## config.mk

```make
export PLATFORM = sky130hd
export DESIGN_NAME = uart_cmd_responder
export DESIGN_NICKNAME = d
export VERILOG_FILES = /design/src/rtl/uart_cmd_responder.sv
export SDC_FILE = /design/constraint.sdc
export NUM_CORES = 1
export LEC_CHECK = 0
export CELL_PAD_IN_SITES_DETAIL_PLACEMENT = 0
export CELL_PAD_IN_SITES_GLOBAL_PLACEMENT = 1
export CORE_MARGIN = 2
export CORE_UTILIZATION = 25
export DETAILED_ROUTE_END_ITERATION = 10
export GPL_TIMING_DRIVEN = 0
export PLACE_DENSITY = 0.64
export SETUP_SLACK_MARGIN = 0.05
export SLEW_MARGIN = 20
export SYNTH_ARGS = -nofsm -noshare
export SYNTH_HDL_FRONTEND = slang
export SYNTH_SLANG_ARGS = --single-unit
```

## constraint.sdc

```tcl
create_clock -name clk -period 4.15 [get_ports clk]
set_input_delay 1.0375 -clock clk [delete_from_list [all_inputs] [get_ports clk]]
set_output_delay 1.0375 -clock clk [all_outputs]
set_load 0.1 [all_outputs]
```

## src/rtl/uart_cmd_responder.sv

```systemverilog
// Decodes host read/write packets arriving over the UART and turns them into memory bus accesses and response bytes.
// Define UART_CMD_CHECKSUM_EN to add a trailing checksum byte to write packets and to read responses.
module uart_cmd_responder #(
    parameter int         ADDR_W       = 24,
    parameter int         TIMEOUT_CLKS = 500000,
    parameter logic [7:0] ACK_BYTE     = 8'h06,
    parameter logic [7:0] NAK_BYTE     = 8'h15
) (
    input  logic              clk,
    input  logic              rst_n,
    input  logic              rx_rdy,
    input  logic [7:0]        rx_data,
    input  logic              tx_busy,
    output logic              ena_tx,
    output logic [7:0]        tx_data,
    output logic              mem_req,
    output logic              mem_we,
    output logic [ADDR_W-1:0] mem_addr,
    output logic [7:0]        mem_wdata,
    input  logic              mem_ack,
    input  logic [7:0]        mem_rdata,
    output logic              busy,
    output logic              err_pulse
);

    localparam int              TMO_W    = $clog2(TIMEOUT_CLKS) + 1;
    localparam logic [TMO_W-1:0] TMO_LAST = TMO_W'(TIMEOUT_CLKS - 1);
    localparam logic [7:0]      CMD_WR   = 8'h57;
    localparam logic [7:0]      CMD_RD   = 8'h52;

    typedef enum logic [3:0] {
        S_IDLE,
        S_ADDR,
        S_LEN,
        S_WDATA,
        S_WR_MEM,
        S_RD_MEM,
        S_TX_LOAD,
        S_TX_HOLD,
        S_DONE
`ifdef UART_CMD_CHECKSUM_EN
        , S_CKSUM
`endif
    } state_t;

    state_t              state_q, state_d;
    logic                is_wr_q, is_wr_d;
    logic [ADDR_W-1:0]   addr_q, addr_d;
    logic [1:0]          abyte_q, abyte_d;
    logic [8:0]          count_q, count_d;
    logic [7:0]          wdata_q, wdata_d;
    logic [7:0]          txd_q, txd_d;
    logic                resp_q, resp_d;
    logic [TMO_W-1:0]    tmo_q, tmo_d;
    logic                err_q, err_d;
    logic                in_pkt;
`ifdef UART_CMD_CHECKSUM_EN
    logic [7:0]          sum_q, sum_d;
`endif

    always_ff @(posedge clk or negedge rst_n) begin
        if (!rst_n) begin
            state_q <= S_IDLE;
            is_wr_q <= 1'b0;
            addr_q  <= '0;
            abyte_q <= '0;
            count_q <= '0;
            wdata_q <= '0;
            txd_q   <= '0;
            resp_q  <= 1'b0;
            tmo_q   <= '0;
            err_q   <= 1'b0;
`ifdef UART_CMD_CHECKSUM_EN
            sum_q   <= '0;
`endif
        end else begin
            state_q <= state_d;
            is_wr_q <= is_wr_d;
            addr_q  <= addr_d;
            abyte_q <= abyte_d;
            count_q <= count_d;
            wdata_q <= wdata_d;
            txd_q   <= txd_d;
            resp_q  <= resp_d;
            tmo_q   <= tmo_d;
            err_q   <= err_d;
`ifdef UART_CMD_CHECKSUM_EN
            sum_q   <= sum_d;
`endif
        end
    end

    always_comb begin
        state_d = state_q;
        is_wr_d = is_wr_q;
        addr_d  = addr_q;
        abyte_d = abyte_q;
        count_d = count_q;
        wdata_d = wdata_q;
        txd_d   = txd_q;
        resp_d  = resp_q;
        tmo_d   = '0;
        err_d   = 1'b0;
`ifdef UART_CMD_CHECKSUM_EN
        sum_d   = sum_q;
`endif

        case (state_q)
            S_IDLE: begin
                if (rx_rdy) begin
                    if (rx_data == CMD_WR || rx_data == CMD_RD) begin
                        is_wr_d = (rx_data == CMD_WR);
                        abyte_d = 2'd2;
                        state_d = S_ADDR;
`ifdef UART_CMD_CHECKSUM_EN
                        sum_d   = rx_data;
`endif
                    end else begin
                        txd_d   = NAK_BYTE;
                        resp_d  = 1'b1;
                        err_d   = 1'b1;
                        state_d = S_TX_LOAD;
                    end
                end
            end
            S_ADDR: begin
                if (rx_rdy) begin
                    // Shift MSB-first; bits beyond ADDR_W fall off the top.
                    addr_d  = ADDR_W'({addr_q, rx_data});
                    abyte_d = abyte_q - 2'd1;
`ifdef UART_CMD_CHECKSUM_EN
                    sum_d   = sum_q + rx_data;
`endif
                    if (abyte_q == 2'd0) begin
                        state_d = S_LEN;
                    end
                end
            end
            S_LEN: begin
                if (rx_rdy) begin
                    count_d = (rx_data == 8'h00) ? 9'd256 : {1'b0, rx_data};
`ifdef UART_CMD_CHECKSUM_EN
                    sum_d   = is_wr_q ? (sum_q + rx_data) : 8'h00;
`endif
                    state_d = is_wr_q ? S_WDATA : S_RD_MEM;
                end
            end
            S_WDATA: begin
                if (rx_rdy) begin
                    wdata_d = rx_data;
`ifdef UART_CMD_CHECKSUM_EN
                    sum_d   = sum_q + rx_data;
`endif
                    state_d = S_WR_MEM;
                end
            end
            S_WR_MEM: begin
                err_d = rx_rdy;
                if (mem_ack) begin
                    addr_d  = addr_q + ADDR_W'(1);
                    count_d = count_q - 9'd1;
                    if (count_q == 9'd1) begin
`ifdef UART_CMD_CHECKSUM_EN
                        state_d = S_CKSUM;
`else
                        txd_d   = ACK_BYTE;
                        resp_d  = 1'b1;
                        state_d = S_TX_LOAD;
`endif
                    end else begin
                        state_d = S_WDATA;
                    end
                end
            end
`ifdef UART_CMD_CHECKSUM_EN
            S_CKSUM: begin
                if (rx_rdy) begin
                    resp_d  = 1'b1;
                    state_d = S_TX_LOAD;
                    if (rx_data == sum_q) begin
                        txd_d = ACK_BYTE;
                    end else begin
                        txd_d = NAK_BYTE;
                        err_d = 1'b1;
                    end
                end
            end
`endif
            S_RD_MEM: begin
                err_d = rx_rdy;
                if (mem_ack) begin
                    txd_d   = mem_rdata;
                    addr_d  = addr_q + ADDR_W'(1);
                    count_d = count_q - 9'd1;
`ifdef UART_CMD_CHECKSUM_EN
                    sum_d   = sum_q + mem_rdata;
`endif
                    state_d = S_TX_LOAD;
                end
            end
            S_TX_LOAD: begin
                err_d = rx_rdy;
                if (!tx_busy) begin
                    state_d = S_TX_HOLD;
                end
            end
            S_TX_HOLD: begin
                // tx_busy only rises after this clock, so the hold state covers that gap.
                err_d = rx_rdy;
                if (resp_q) begin
                    state_d = S_DONE;
                end else if (count_q != 9'd0) begin
                    state_d = S_RD_MEM;
                end else begin
`ifdef UART_CMD_CHECKSUM_EN
                    txd_d   = sum_q;
                    resp_d  = 1'b1;
                    state_d = S_TX_LOAD;
`else
                    state_d = S_DONE;
`endif
                end
            end
            S_DONE: begin
                err_d   = rx_rdy;
                resp_d  = 1'b0;
                state_d = S_IDLE;
            end
            default: begin
                state_d = S_IDLE;
            end
        endcase

        if (in_pkt) begin
            if (rx_rdy) begin
                tmo_d = '0;
            end else if (tmo_q == TMO_LAST) begin
                state_d = S_IDLE;
                err_d   = 1'b1;
            end else begin
                tmo_d = tmo_q + TMO_W'(1);
            end
        end
    end

`ifdef UART_CMD_CHECKSUM_EN
    assign in_pkt = (state_q == S_ADDR) || (state_q == S_LEN) ||
                    (state_q == S_WDATA) || (state_q == S_CKSUM);
`else
    assign in_pkt = (state_q == S_ADDR) || (state_q == S_LEN) ||
                    (state_q == S_WDATA);
`endif

    assign mem_req   = (state_q == S_WR_MEM) || (state_q == S_RD_MEM);
    assign mem_we    = (state_q == S_WR_MEM);
    assign ena_tx    = (state_q == S_TX_HOLD);
    assign tx_data   = txd_q;
    assign mem_addr  = addr_q;
    assign mem_wdata = wdata_q;
    assign busy      = (state_q != S_IDLE);
    assign err_pulse = err_q;

endmodule

```

==> summary.txt <==
Clocking
  • H-tree Lvls: 3
  • Worst skew pair latency: 0.34 ns
  • TritonCTS Sinks: just under 80
  • Maximum clock insertion buffer count: 2
  • TritonCTS buffer count: 9
  • CTS tree: built
  • Clock transition at the registers of the reported paths: 0.06 ns
  • Root buffer cell: clkbuf_16
  • Post-CTS setup buffer count: 0

Detailed routing
  • WL/cell: roughly 18 um
  • Vias/cell: 5.42
  • Residual DRC: 0
  • Initial DRC count: ~410
  • Routed Wire Length: 14.9 mm
  • Vias: 4457
  • Drt first pass iters: 5
  • Antenna viol nets, final: 0

Final layout
  • Nets: a little over 600
  • Cell Count, Final, Fillers Out: 822
  • Area growth syn-to-layout: 27.6%
  • Fraction of layout cells with a size suffix above 1: 0.0843
  • Ant diodes: 0
  • Design Area, Final: between 5000 and 6000 um^2
  • # fillers: approximately 1900

Global routing
  • Grt ovf: 0
  • Vias in the first global route: 4384
  • Gr usage total: 0.154
  • Global-route wire length before repair: 24.3 mm
  • Antenna violations before repair: 0
  • Largest net degree at the start of global routing: 47

Die
  • Initial Utilization: 0.256
  • I/O pins: 66
  • Die height: 140 um
  • Die Span X: around 140 um
  • Core area: 18000 um^2
  • Die ar.: 19600 um^2
  • Num rows: 49

STA
  • Clock Skews: 0.00730 ns
  • Tmin final: 3.99 ns
  • Actual slew at the worst max-slew pin: ~1.0 ns
  • Final Max Tran Viols: 0
  • Fin Setup TNS: 0 ns
  • FMAX: 251 MHz
  • Fin crit share: 0.961
  • Fin. Hold Viols: 0
  • Unrepaired setup endpoints after global routing: no
  • Final setup vio count: 0
  • Relative slew slack: 0.326
  • WHS: around 0.48 ns

Synthesis
  • Flops & latches, synth: 78
  • Number of distinct library cells after synthesis: between 60 and 70
  • Synth warnings: 0
  • Most common cell in the netlist: dfrtp_1
  • Async SR Flop Fraction: 1.00
  • Top-area cell type share of the netlist area: 0.423
  • Avg Cell Area, Syn: around 9.0 um^2
  • Commonest cells post-synth: dfrtp_1 (78), nor2_1 (41), nand3_1 (35)
  • Synth Cell Area: approximately 4600 um^2
  • Post-synth EDFFs: 0
  • Sequential area share after synthesis: 0.423
  • Syn nets: approximately 540
  • Top cells by area, synth: dfrtp_1 (42%), nand3_1 (3.8%), o21ai_0 (3.4%)
  • Yosys top cell by area: dfrtp_1
  • Mapped Cells: about 510
  • Most used flip-flop cell after synthesis: dfrtp_1

Pwr
  • Lkg Pwr: 2.22 nW
  • Total chip power: 5.27 mW
  • Maximum vdd ir drop: ~0.42 mV
  • PwrDens: 894 nW/um^2

Critical path
  • CP arrival: 2.95 ns
  • Worst setup path startpoint: state_q[1]$_DFF_PN0_
  • Nature of the critical path endpoint: output port
  • FF-to-FF Start: mem_addr[0]$_DFFE_PN0P_
  • Critical Path RT: 3.11 ns
  • CP Class: flop to output port
  • Critical path startpoint category: flop
  • CP Max Fanout: 9

Placed design
  • Routability cong.: ~0.86
  • DP Area: roughly 5600 um^2
  • Placed Cells: between 800 and 900
  • I/O Buffers: 65
  • Hpwl dp: 10.5 mm

Run
  • Max Cap Viol: 0

Min path
  • Worst Hold Class: flop to flop
  • Worst hold start: abyte_q[0]$_DFFE_PN0P_

Run status
  • Status: complete, no violations
## metal layers
layer / track usage / wire length, um / vias up
met5: 0 / 0 / -
met4: 0.0563 / 244 / 0
met3: 0.0229 / 777 / 18
met2: 0.239 / 6830 / 155
met1: 0.219 / 7000 / 2198
li1: - / - / 2086
## area by class of cell
| class | count | area (um^2) | area share |
|---|---|---|---|
| inverters | 22 | 82.6 | 0.0140 |
| multi-input cells | 382 | 2460 | 0.417 |
| clock buffers | 14 | 274 | 0.0465 |
| well taps | 229 | 287 | 0.0486 |
| flip-flops and latches | 78 | 1950 | 0.331 |
| clock inverters | 2 | 38.8 | 0.00658 |
| plain buffers | 29 | 128 | 0.0216 |
| repair buffers | 66 | 677 | 0.115 |
## per-stage QoR
| stage | worst slack (ns) | util |
|---|---|---|
| after global routing | 0.0834 | 0.327 |
| after CTS | 0.149 | 0.327 |
| after floorplan | 0.813 | - |
| after detailed placement | 0.0663 | 0.310 |
| after global placement | -1.01 | 0.308 |
| final | 0.161 | 0.327 |
## kinds of logic (layout without fill, tap and decap cells)
logic type	count (synthesis)	in the layout	share of synthesized area
xor gates and xnor gates	12	12	0.0228
AOI/OAI and AO/OA	131	131	0.192
muxes	19	19	0.0436
buffers and inverters	51	133	0.0455
adders and majority gates	6	6	0.0163
and+or+nand+nor	214	214	0.258
DFF	78	78	0.423
## cells in the final DEF, fill, tap and decap left out, drive strengths merged, types with 10 or more instances in the layout
cell           synthesis  routed
dfrtp                 78      78
clkdlybuf4s50          0      63
nor2                  42      42
nand3                 35      35
clkbuf                18      32
o21ai                 31      31
nand2                 30      30
a21oi                 29      29
inv                   22      22
nand4                 17      17
nor3                  14      14
buf                   11      13
xor2                  10      10
mux2i                 10      10
nor4                  10      10
## state kept, by name (all words and copies together) (netlist names)
register / count
count_q: 9
tmo_q: 20
abyte_q: 2
mem_addr: 24
err_pulse: 1
mem_wdata: 8
state_q: 4
is_wr_q: 1
tx_data: 8
resp_q: 1
## path summary, 6_finish.rpt
path	end	depth (start not counted)	slack, ns
max in group asynchronous	count_q[1]$_DFFE_PN0P_	2	2.90
worst max-delay path	mem_we	4	0.16
min in group asynchronous	tmo_q[11]$_DFF_PN0_	1	0.65
worst min-delay path	abyte_q[0]$_DFFE_PN0P_	1	0.48
worst max register to register	mem_addr[20]$_DFFE_PN0P_	6	1.85
worst min register to register	abyte_q[0]$_DFFE_PN0P_	1	0.48
## repair_timing
action	4_1_cts	5_1_grt
setup endpoints to repair	1	0
endpoints found under the hold margin	0	0
hold buffers	0	0
resized for setup	3	0
## critical path, stage by stage, from the launching register on
cell             delay (ns)
dfrtp_1                0.45
or2_2                  0.31
clkbuf_1               0.20
nor2_1                 0.40
clkdlybuf4s50_1        1.24
## where the power goes
part | internal (mW) | switching, mW
Sequential | 1.01 | 0.340
Clock | 0.518 | 0.328
Combinational | 0.820 | 2.25
Total | 2.35 | 2.92
No activity file was read; power rests on OpenSTA's default activity.
